<file path="src/rtl/multi_beep_timer.sv">
// multi_beep_timer: CHANNELS independent square-wave tone generators, each
// continuous or single-shot, plus a programmable frame tick (TICKn) with a
// maskable, write-1-to-clear frame interrupt (IRQn).
// Everything advances on the CE tick enable.
// Optional feature: define BEEP_LEN_PROG_EN to get a per-channel programmable
// single-shot length register (reg 3).
// Without it, reg 3 reads 0 and single-shot length is fixed at SINGLE_LEN frames.
module multi_beep_timer #(
  parameter int CHANNELS    = 2,
  parameter int DIV_W       = 12,
  parameter int TICK_PERIOD = 6000,
  parameter int SINGLE_LEN  = 20
) (
  input  logic                CLKSYS,
  input  logic                RESETBn,
  input  logic                CE,
  input  logic [3:0]          ADDR,
  input  logic                WR,
  input  logic                RD,
  input  logic [7:0]          DIN,
  output logic [7:0]          DOUT,
  output logic [CHANNELS-1:0] SOUND,
  output logic                SOUND_MIX,
  output logic                TICKn,
  output logic                IRQn
);

  // Register map: ADDR = {bank[1:0], reg[1:0]}; bank 3 is the global bank.
  localparam logic [1:0] BANK_GLOBAL = 2'd3;
  localparam logic [1:0] REG_CTRL    = 2'd0;
  localparam logic [1:0] REG_DIVLO   = 2'd1;
  localparam logic [1:0] REG_DIVHI   = 2'd2;
  localparam logic [1:0] REG_LEN     = 2'd3;
  localparam logic [1:0] REG_TPLO    = 2'd0;
  localparam logic [1:0] REG_TPHI    = 2'd1;
  localparam logic [1:0] REG_STATUS  = 2'd2;
  localparam logic [1:0] REG_IRQCTL  = 2'd3;

  logic [1:0] w_bank;
  logic [1:0] w_reg;
  logic       w_glob_wr;
  assign w_bank    = ADDR[3:2];
  assign w_reg     = ADDR[1:0];
  assign w_glob_wr = WR & (w_bank == BANK_GLOBAL);

  // Frame tick state. r_tp is the programmed period; r_tp_act is the period
  // in force, reloaded from r_tp only at a wrap so a reprogram never cuts a
  // frame short.
  logic [15:0] r_tp;
  logic [15:0] r_tp_act;
  logic [15:0] r_frame_cnt;
  logic [15:0] w_tp_m1;
  logic        w_frame_pulse;
  logic        r_tickn;
  logic        r_pending;
  logic        r_irq_en;

  // Per-channel state.
  logic [CHANNELS-1:0] r_cont;
  logic [CHANNELS-1:0] r_single;
  logic [CHANNELS-1:0] r_active;
  logic [CHANNELS-1:0] r_phase;
  logic [DIV_W-1:0]    r_div   [CHANNELS];
  logic [DIV_W-1:0]    r_cnt   [CHANNELS];
  logic [7:0]          r_fcnt  [CHANNELS];

  // Per-channel helpers.
  logic [CHANNELS-1:0] w_ch_sel;
  logic [15:0]         w_div_ext [CHANNELS];
  logic [DIV_W-1:0]    w_div_m1  [CHANNELS];
  logic [7:0]          w_len_raw [CHANNELS];
  logic [7:0]          w_len_eff [CHANNELS];

`ifdef BEEP_LEN_PROG_EN
  logic [7:0] r_len [CHANNELS];
`endif

  // Period-1 with a zero period behaving like a period of one.
  assign w_tp_m1       = (r_tp_act == 16'd0) ? 16'd0 : r_tp_act - 16'd1;
  assign w_frame_pulse = CE & (r_frame_cnt >= w_tp_m1);

  // Channel decode plus divider and length terms with zero treated as one.
  always_comb begin
    // NOTE: every output of a combinational block gets a default first, so
    // no path leaves a value unassigned and no latch is inferred.
    w_ch_sel = '0;
    for (int i = 0; i < CHANNELS; i++) begin
      w_ch_sel[i]  = (w_bank == 2'(i));
      w_div_ext[i] = 16'(r_div[i]);
      w_div_m1[i]  = (r_div[i] == '0) ? '0 : r_div[i] - 1'b1;
`ifdef BEEP_LEN_PROG_EN
      w_len_raw[i] = r_len[i];
`else
      w_len_raw[i] = 8'(SINGLE_LEN);
`endif
      w_len_eff[i] = (w_len_raw[i] == 8'd0) ? 8'd1 : w_len_raw[i];
    end
  end

  // Frame counter, TICKn square wave, period registers and interrupt state.
  always_ff @(posedge CLKSYS or negedge RESETBn) begin
    if (!RESETBn) begin
      r_tp        <= 16'(TICK_PERIOD);
      r_tp_act    <= 16'(TICK_PERIOD);
      r_frame_cnt <= 16'd0;
      r_tickn     <= 1'b1;
      r_pending   <= 1'b0;
      r_irq_en    <= 1'b0;
    end else begin
      // NOTE: state registers use non-blocking assignments so every register
      // samples pre-edge values, independent of statement order.
      if (CE) begin
        if (w_frame_pulse) begin
          r_frame_cnt <= 16'd0;
          r_tp_act    <= r_tp;
          r_tickn     <= ~r_tickn;
        end else begin
          r_frame_cnt <= r_frame_cnt + 16'd1;
        end
      end
      if (w_glob_wr && w_reg == REG_TPLO) r_tp[7:0]  <= DIN;
      if (w_glob_wr && w_reg == REG_TPHI) r_tp[15:8] <= DIN;
      if (w_glob_wr && w_reg == REG_IRQCTL) r_irq_en <= DIN[0];
      // A frame pulse in the same cycle as a clear leaves pending set.
      if (w_frame_pulse) begin
        r_pending <= 1'b1;
      end else if (w_glob_wr && w_reg == REG_STATUS && DIN[0]) begin
        r_pending <= 1'b0;
      end
    end
  end

  // Channel mode, tone divider and single-shot frame counting.
  always_ff @(posedge CLKSYS or negedge RESETBn) begin
    if (!RESETBn) begin
      r_cont   <= '0;
      r_single <= '0;
      r_active <= '0;
      r_phase  <= '0;
      // NOTE: these arrays are a handful of control registers, not a RAM,
      // so they are reset element by element like any other flop.
      for (int i = 0; i < CHANNELS; i++) begin
        r_div[i]  <= '1;
        r_cnt[i]  <= '0;
        r_fcnt[i] <= 8'd0;
      end
    end else begin
      for (int i = 0; i < CHANNELS; i++) begin
        if (WR && w_ch_sel[i] && w_reg == REG_CTRL) begin
          // A CTRL write restarts the channel and overrides a coincident expiry.
          r_cont[i]   <= DIN[7];
          r_single[i] <= DIN[6];
          r_active[i] <= DIN[0] & (DIN[7] | DIN[6]);
          r_cnt[i]    <= '0;
          r_phase[i]  <= 1'b0;
          r_fcnt[i]   <= 8'd0;
        end else if (r_active[i]) begin
          if (CE) begin
            // >= keeps the wrap bounded if DIV is lowered below the count.
            if (r_cnt[i] >= w_div_m1[i]) begin
              r_cnt[i]   <= '0;
              r_phase[i] <= ~r_phase[i];
            end else begin
              r_cnt[i] <= r_cnt[i] + 1'b1;
            end
          end
          // Active without continuous means single-shot: count frames to LEN.
          if (w_frame_pulse && !r_cont[i]) begin
            r_fcnt[i] <= r_fcnt[i] + 8'd1;
            if (r_fcnt[i] + 8'd1 == w_len_eff[i]) r_active[i] <= 1'b0;
          end
        end
        if (WR && w_ch_sel[i] && w_reg == REG_DIVLO) begin
          r_div[i] <= DIV_W'({w_div_ext[i][15:8], DIN});
        end
        if (WR && w_ch_sel[i] && w_reg == REG_DIVHI) begin
          r_div[i] <= DIV_W'({DIN, w_div_ext[i][7:0]});
        end
      end
    end
  end

`ifdef BEEP_LEN_PROG_EN
  // Programmable single-shot length per channel.
  always_ff @(posedge CLKSYS or negedge RESETBn) begin
    if (!RESETBn) begin
      for (int i = 0; i < CHANNELS; i++) r_len[i] <= 8'(SINGLE_LEN);
    end else begin
      for (int i = 0; i < CHANNELS; i++) begin
        if (WR && w_ch_sel[i] && w_reg == REG_LEN) r_len[i] <= DIN;
      end
    end
  end
`endif

  // Combinational register readback; zero when not reading.
  always_comb begin
    DOUT = 8'h00;
    if (RD) begin
      if (w_bank == BANK_GLOBAL) begin
        case (w_reg)
          REG_TPLO:   DOUT = r_tp[7:0];
          REG_TPHI:   DOUT = r_tp[15:8];
          REG_STATUS: DOUT = {4'd0, 3'(r_active), r_pending};
          default:    DOUT = {7'd0, r_irq_en};
        endcase
      end else begin
        for (int i = 0; i < CHANNELS; i++) begin
          if (w_ch_sel[i]) begin
            case (w_reg)
              REG_CTRL:  DOUT = {r_cont[i], r_single[i], 5'd0, r_active[i]};
              REG_DIVLO: DOUT = w_div_ext[i][7:0];
              REG_DIVHI: DOUT = w_div_ext[i][15:8];
`ifdef BEEP_LEN_PROG_EN
              default:   DOUT = w_len_raw[i];
`else
              default:   DOUT = 8'h00;
`endif
            endcase
          end
        end
      end
    end
  end

  assign SOUND     = r_active & r_phase;
  assign SOUND_MIX = |SOUND;
  assign TICKn     = r_tickn;
  assign IRQn      = ~(r_pending & r_irq_en);

endmodule

</file>
<file path="config.mk">
export PLATFORM = sky130hd
export DESIGN_NAME = multi_beep_timer
export DESIGN_NICKNAME = d
export VERILOG_FILES = /design/src/rtl/multi_beep_timer.sv
export SDC_FILE = /design/constraint.sdc
export NUM_CORES = 1
export LEC_CHECK = 0
export BUFFER_PORTS_ARGS = -buffer_cell sky130_fd_sc_hd__buf_2
export CAP_MARGIN = 10
export CORE_AREA = 2 2 134 136
export DETAILED_ROUTE_END_ITERATION = 8
export DIE_AREA = 0 0 136 138
export GPL_TIMING_DRIVEN = 0
export PLACE_DENSITY = 0.67
export SLEW_MARGIN = 20
export SYNTH_ARGS = -nofsm -noshare
export SYNTH_HDL_FRONTEND = slang
export SYNTH_SLANG_ARGS = --single-unit
</file>
<file path="constraint.sdc">
create_clock -name CLKSYS -period 4.7 [get_ports CLKSYS]
set_clock_uncertainty 0.1 [all_clocks]
set_input_delay 0.94 -clock CLKSYS [delete_from_list [all_inputs] [get_ports CLKSYS]]
set_output_delay 0.94 -clock CLKSYS [all_outputs]
set_load 0.01 [all_outputs]
</file>
== After elaboration in Yosys (flattened, before gate mapping) ==
Cells that the tools add are included.
W data, S select, Z words.

* Bits in registers: 123
* Word-level logic and storage cells: 140
* Output and inout port bits: 13

* Bitwise gates (word level): 12
* Order comparisons: 3
* Reduce and logical (&&, ||, !) cells: 41
* Add/sub/neg operators: 8
* Equal/unequal tests: 7
* Multiplexer cells: 47

{| class="wikitable"
|+ Operators with widths
! operator !! number
|-
| $mux W12 || 12
|-
| $mux W8 || 12
|-
| $pmux W8 S3 || 3
|-
| $mux W16 || 2
|-
| $add A12 B1 Y12 const B || 2
|-
| $ge A12 B12 Y1 || 2
|-
| $logic_not A12 Y1 || 2
|-
| $sub A12 B1 Y12 const B || 2
|-
| $mux W1 || 18
|-
| $reduce_bool A2 Y1 || 9
|-
| $add A16 B1 Y16 const B || 1
|-
| $add A8 B1 Y8 const B || 2
|-
| $eq A8 B5 Y1 const B || 2
|-
| $ge A16 B16 Y1 || 1
|-
| $logic_not A16 Y1 || 1
|-
| $sub A16 B1 Y16 const B || 1
|-
| $logic_and A1 B1 Y1 || 15
|-
| $reduce_and A2 Y1 || 7
|-
| $eq A2 B2 Y1 const B || 3
|-
| $not A1 Y1 || 6
|-
| $reduce_and A3 Y1 || 2
|-
| $and A1 B1 Y1 || 4
|-
| $eq A2 B1 Y1 const B || 2
|-
| $logic_not A2 Y1 || 2
|-
| 4 further kinds || 5
|}

== Longest topological paths before layout ==
* Depth in word-level cells: 8
* Mapped depth: 17

== Worst setup path after synthesis ==
OpenSTA, ideal clock, no wires.

* Path type: flip-flop to flip-flop
* Start: reg r_tp_act[2]
* End: reg r_tp_act[0]
* Buffers on the path: 3
* Arrival: 3.720 ns
* Clock period less this slack: 3.945 ns
* Path slack: 0.755 ns
* Cell stages (with the launch flop): 16
* Cells stage by stage: dfrtp_1 nor4_1 nand3_1 nor3_1 xor2_1 nand2_1 ha_1 nand4_1 or4_1 o32a_1 buf_6 nand2_1 and2_1 buf_2 buf_4 mux2_2

* Cells in the longest elaborated chain, start to end: 5

{| class="wikitable"
|+ RTL lines
! item !! RTL line !! text
|-
| from (decl) || 50 || <nowiki>logic [15:0] r_tp_act;</nowiki>
|-
| from (signal assigned) || 104 || <nowiki>r_tp_act <= 16'(TICK_PERIOD);</nowiki>
|-
| from (signal assigned) || 115 || <nowiki>r_tp_act <= r_tp;</nowiki>
|-
| $sub A16 B1 Y16 / $logic_not A16 Y1 (equally long branches) || 79 || <nowiki>assign w_tp_m1 = (r_tp_act == 16'd0) ? 16'd0 : r_tp_act - 16'd1;</nowiki>
|-
| $mux W16 (*) || 79 ||
|-
| $ge A16 B16 Y1 (*) || 80 || <nowiki>assign w_frame_pulse = CE & (r_frame_cnt >= w_tp_m1);</nowiki>
|-
| $and A1 B1 Y1 (*) || 80 ||
|-
| $reduce_and A2 Y1 (no source line) (*) || -- ||
|}

Mark *: on every way between the ends. The rest lies on a longest branch, timed or not.
A chain may end at the register's enable or synchronous reset.

== Worst setup path in the final report ==
* Start: in ADDR[0]
* End: out DOUT[2]

* Cells in the longest elaborated chain, start to end: 6

{| class="wikitable"
|+ RTL lines
! item !! RTL line !! text
|-
| from (decl) || 17 || <nowiki>input logic [3:0] ADDR,</nowiki>
|-
| $eq A2 B2 Y1, or another cell as far along || 201, 210 ||
|-
| $pmux W8 S3 || 210 || <nowiki>case (w_reg)</nowiki>
|-
| $mux W8 (2 in series) || 209 || <nowiki>if (w_ch_sel[i]) begin</nowiki>
|-
| $mux W8 (*) || 200 || <nowiki>if (w_bank == BANK_GLOBAL) begin</nowiki>
|-
| $mux W8 (*) || 199 || <nowiki>if (RD) begin</nowiki>
|-
| to (decl) || 21 || <nowiki>output logic [7:0] DOUT,</nowiki>
|}

Marks and branches as above.

==> metrics.yaml <==
run_status: "finished clean"
area_delta_synth_final_pct: 13.7
ant_nets: 0
yosys.area.top_type_share_pct: 27.0
setup.worst_path.start_class: "input port"
min-delay-path-class: "flop to flop"
pre_cts_setup_slack_ps: 211
num_vias: 6149
route.layer.met1.wl_mm: 8.73
hold_viol: 0
cts.reportedPaths.clkPinSlew_ps: 60
max_slew_margin_pct: 46.0
detailedRoute.firstPassIterationCount: 5
category_of_the_worst_setup_path_capture_point: "output port"
synth_top_family_by_area: "simple AND/OR/NAND/NOR gates"
rsz0062_at_grt: "no"
detailedRoute.firstIterationViolations: 480
power.ir.vdd_worst_v: 0.000462
grt.overflow.total: 0
fin_crit_sh_pct: 93.5
wl_met3_um: 889
drv_slew: 0
global_route.usage.total_pct: 20.6
worst-path-max-fanout: 10
dp.final_hpwl_mm: 13.5
floorplan.initialDensity_pct: 44.4
design.final.nets: 920
grt_first_pass_wirelength_mm: 30.3
synth_compound_area_share_pct: 11.5
crit_path_top_delay_cell: "a2111oi_0"
rows: 49
criticalPathCategory: "input port to output port"
path_cells: "buf_2 > clkbuf_1 > nor2b_1 > clkbuf_1 > a221oi_1 > a2111oi_0 > buf_2"
die_h_um: 138
clock_path_buffers: 2
post_synth_main_area_contributors: "dfrtp_1 (27%), dfstp_2 (13%), mux2_2 (8.5%)"
timing.max_cap.violations: 0
yosysUniqueCellTypes: 58
routed.top_layer: "met4"
crit_arrival_ps: 3350
critical_path.max_stage_delay_ps: 760
finalSetupViolations: 0
core_area_sq_mm: 0.0175
cts_num_sinks: 123
finalPower_mw: 5.89
synthesis.instances: 807
antenna_found_initial: 0
post_synth_xor_area_fraction_pct: 7.64
worst_slew_pin_slew_ps: 790
post_synth_instance_area_sq_mm: 0.00779
fmax_mhz: 228
critical_path_required_ps: 3660
tns_ps: 0
seqCellArea_sq_mm: 0.00313
power-per-cell-area_mw_per_mm2: 665
cts-buffers-inserted: 17
setup_slack_ps: 308
htreeDepth: 4
port_bufs: 25
route.final.wire_length_mm: 18.5
synth.area.mux_share_pct: 10.5
syn_nets: 875
synth_enable_flop_cells: 0
die_area_sq_mm: 0.0188
clk-insertion-delay-late_ps: 430
yosys.area_share.adder_pct: 8.19
drive_gt1_share_pct: 20.2
synth_area_leader_cell: "dfrtp_1"
route.detailed.vias_per_inst: 5.62
average_wire_per_cell_in_the_routed_design_um: 16.9
number_of_global_route_vias_before_repair: 5831
netlist_top_cells_count: "nand2_1 (106), dfrtp_1 (84), nor2_1 (72), mux2_2 (59), ha_1 (51)"
synth_top_flop_cell: "dfrtp_1"
post_synth.cell_area_avg_sq_um: 9.66
synth_simple_gate_area_share_pct: 19.6
clock_tree.root_cell: "clkbuf_16"
maximum_number_of_pins_on_one_net_before_global_route_repair: 70
leading_cell_type_by_number_of_instances_after_synthesis: "nand2_1"
power.static_leakage_nw: 3.96
pin_count: 30
yosys_warnings: 0
synth_seq_area_share_pct: 40.1
met2WireLength_mm: 8.32
cts_tree: "yes"
synth_async_sr_flop_share_pct: 100
ys_ff_latch: 123
die_width_um: 136
multi_input_area_sq_mm: 0.00449
detail_route.drc_violations: 0
post-route-min-period_ps: 4390
antennaDiodeCount: 0
cts_setup_buffers: 0
final.fill_count: 1660
gp_routability_congestion: 0.916
[area by class of cell]
class	instances	share of cell area (%)
Inverter	14	0.593
Tap cell	229	3.23
Clock buffer	17	4.80
Sequential cell	123	35.3
Buffer	32	1.62
Clock inverter	15	1.99
Timing Repair Buffer	26	1.79
Multi-Input combinational cell	638	50.7
[through the flow]
stage | area, sq um | cells | utilization, % | hold slack (ps)
after floorplan | 7790 | 807 | - | 345
after detailed placement | 8240 | 1062 | 47.0 | 367
after CTS | 8840 | 1094 | 50.4 | 381
after global placement | 8200 | 1061 | 46.8 | 368
after global routing | 8860 | 1094 | 50.5 | 415
final | 8860 | 1094 | 50.5 | 380
[kinds of logic after synthesis]
logic type,after synthesis
AOI/OAI and AO/OA,128
and+or+nand+nor,317
buffers and inverters,46
DFF,123
xor gates and xnor gates,68
muxes,74
adders and majority gates,51
[what timing repair did]
item                                    in CTS  in global routing
gates resized for setup                      0                  2
hold buffers                                 0                  0
endpoints found under the setup margin       0                 29
[power breakdown]
group / switching (mW) / internal (mW) / leakage, nW / total, mW
Sequential: 0.318 / 1.38 / 1.53 / 1.69
Combinational: 1.61 / 1.26 / 2.16 / 2.86
Clock: 0.503 / 0.830 / 0.277 / 1.33
Total: 2.43 / 3.46 / 3.96 / 5.89
[state kept, by name, indices dropped and copies added (netlist names)]
signal and flops:
r_single 2, r_frame_cnt 16, r_tp 16, r_irq_en 1, r_div 24, r_pending 1
r_tp_act 16, r_phase 2, r_cont 2, TICKn 1, r_fcnt 16, r_cnt 24
r_active 2
[critical path, delay by kind of cell]
kind                   cells  cell delay [ps]
AO/OA/AOI/OAI              2              940
buffers and inverters      4             1110
AND/OR/NAND/NOR            1              360
[layout by cell type, fill, tap and decap left out, types with 4 or more instances in the layout]
cell type / synthesis / routed
nand2_1: 106 / 106
a21oi_1: 23 / 23
dfrtp_1: 84 / 84
o21a_1: 7 / 7
and3_1: 13 / 13
nor4_1: 10 / 9
xnor2_1: 36 / 36
inv_1: 14 / 14
a22oi_1: 4 / 4
nor3_1: 15 / 15
xor2_1: 32 / 32
a31oi_1: 4 / 4
mux2_2: 59 / 59
clkbuf_16: 0 / 17
a31o_2: 4 / 4
a221oi_1: 9 / 9
ha_1: 51 / 51
or3_1: 9 / 9
and2_1: 9 / 9
buf_4: 4 / 4
nand2b_1: 14 / 14
clkinvlp_4: 0 / 6
a2111oi_0: 4 / 4
a211oi_1: 17 / 17
nand4_1: 19 / 19
a21o_1: 11 / 11
nand3_1: 25 / 25
mux2i_1: 15 / 15
nor2b_1: 6 / 6
dfstp_2: 39 / 39
clkbuf_1: 25 / 25
and4_1: 5 / 5
nor2_1: 72 / 72
o21ai_0: 25 / 25
buf_2: 1 / 25
[routing by layer]
layer / up-vias / global-route usage, %
met4: 0 / 8.77
met1: 2988 / 29.7
met3: 36 / 3.59
li1: 2988 / -
met5: - / 0
met2: 137 / 30.3
[final timing paths]
path | start | depth (start not counted) | to | slack, ps
setup / recovery | ADDR[0] | 7 | DOUT[2] | 310
max in group asynchronous | RESETBn | 2 | r_tp[10] | 3310
setup reg to reg | r_tp_act[2] | 15 | r_tp_act[11] | 320
hold reg to reg | r_single[1] | 2 | r_single[1] | 380
hold / removal | r_single[1] | 2 | r_single[1] | 380
min in group asynchronous | RESETBn | 1 | r_cnt[20] | 440
Power figures use the tool's default switching activity.
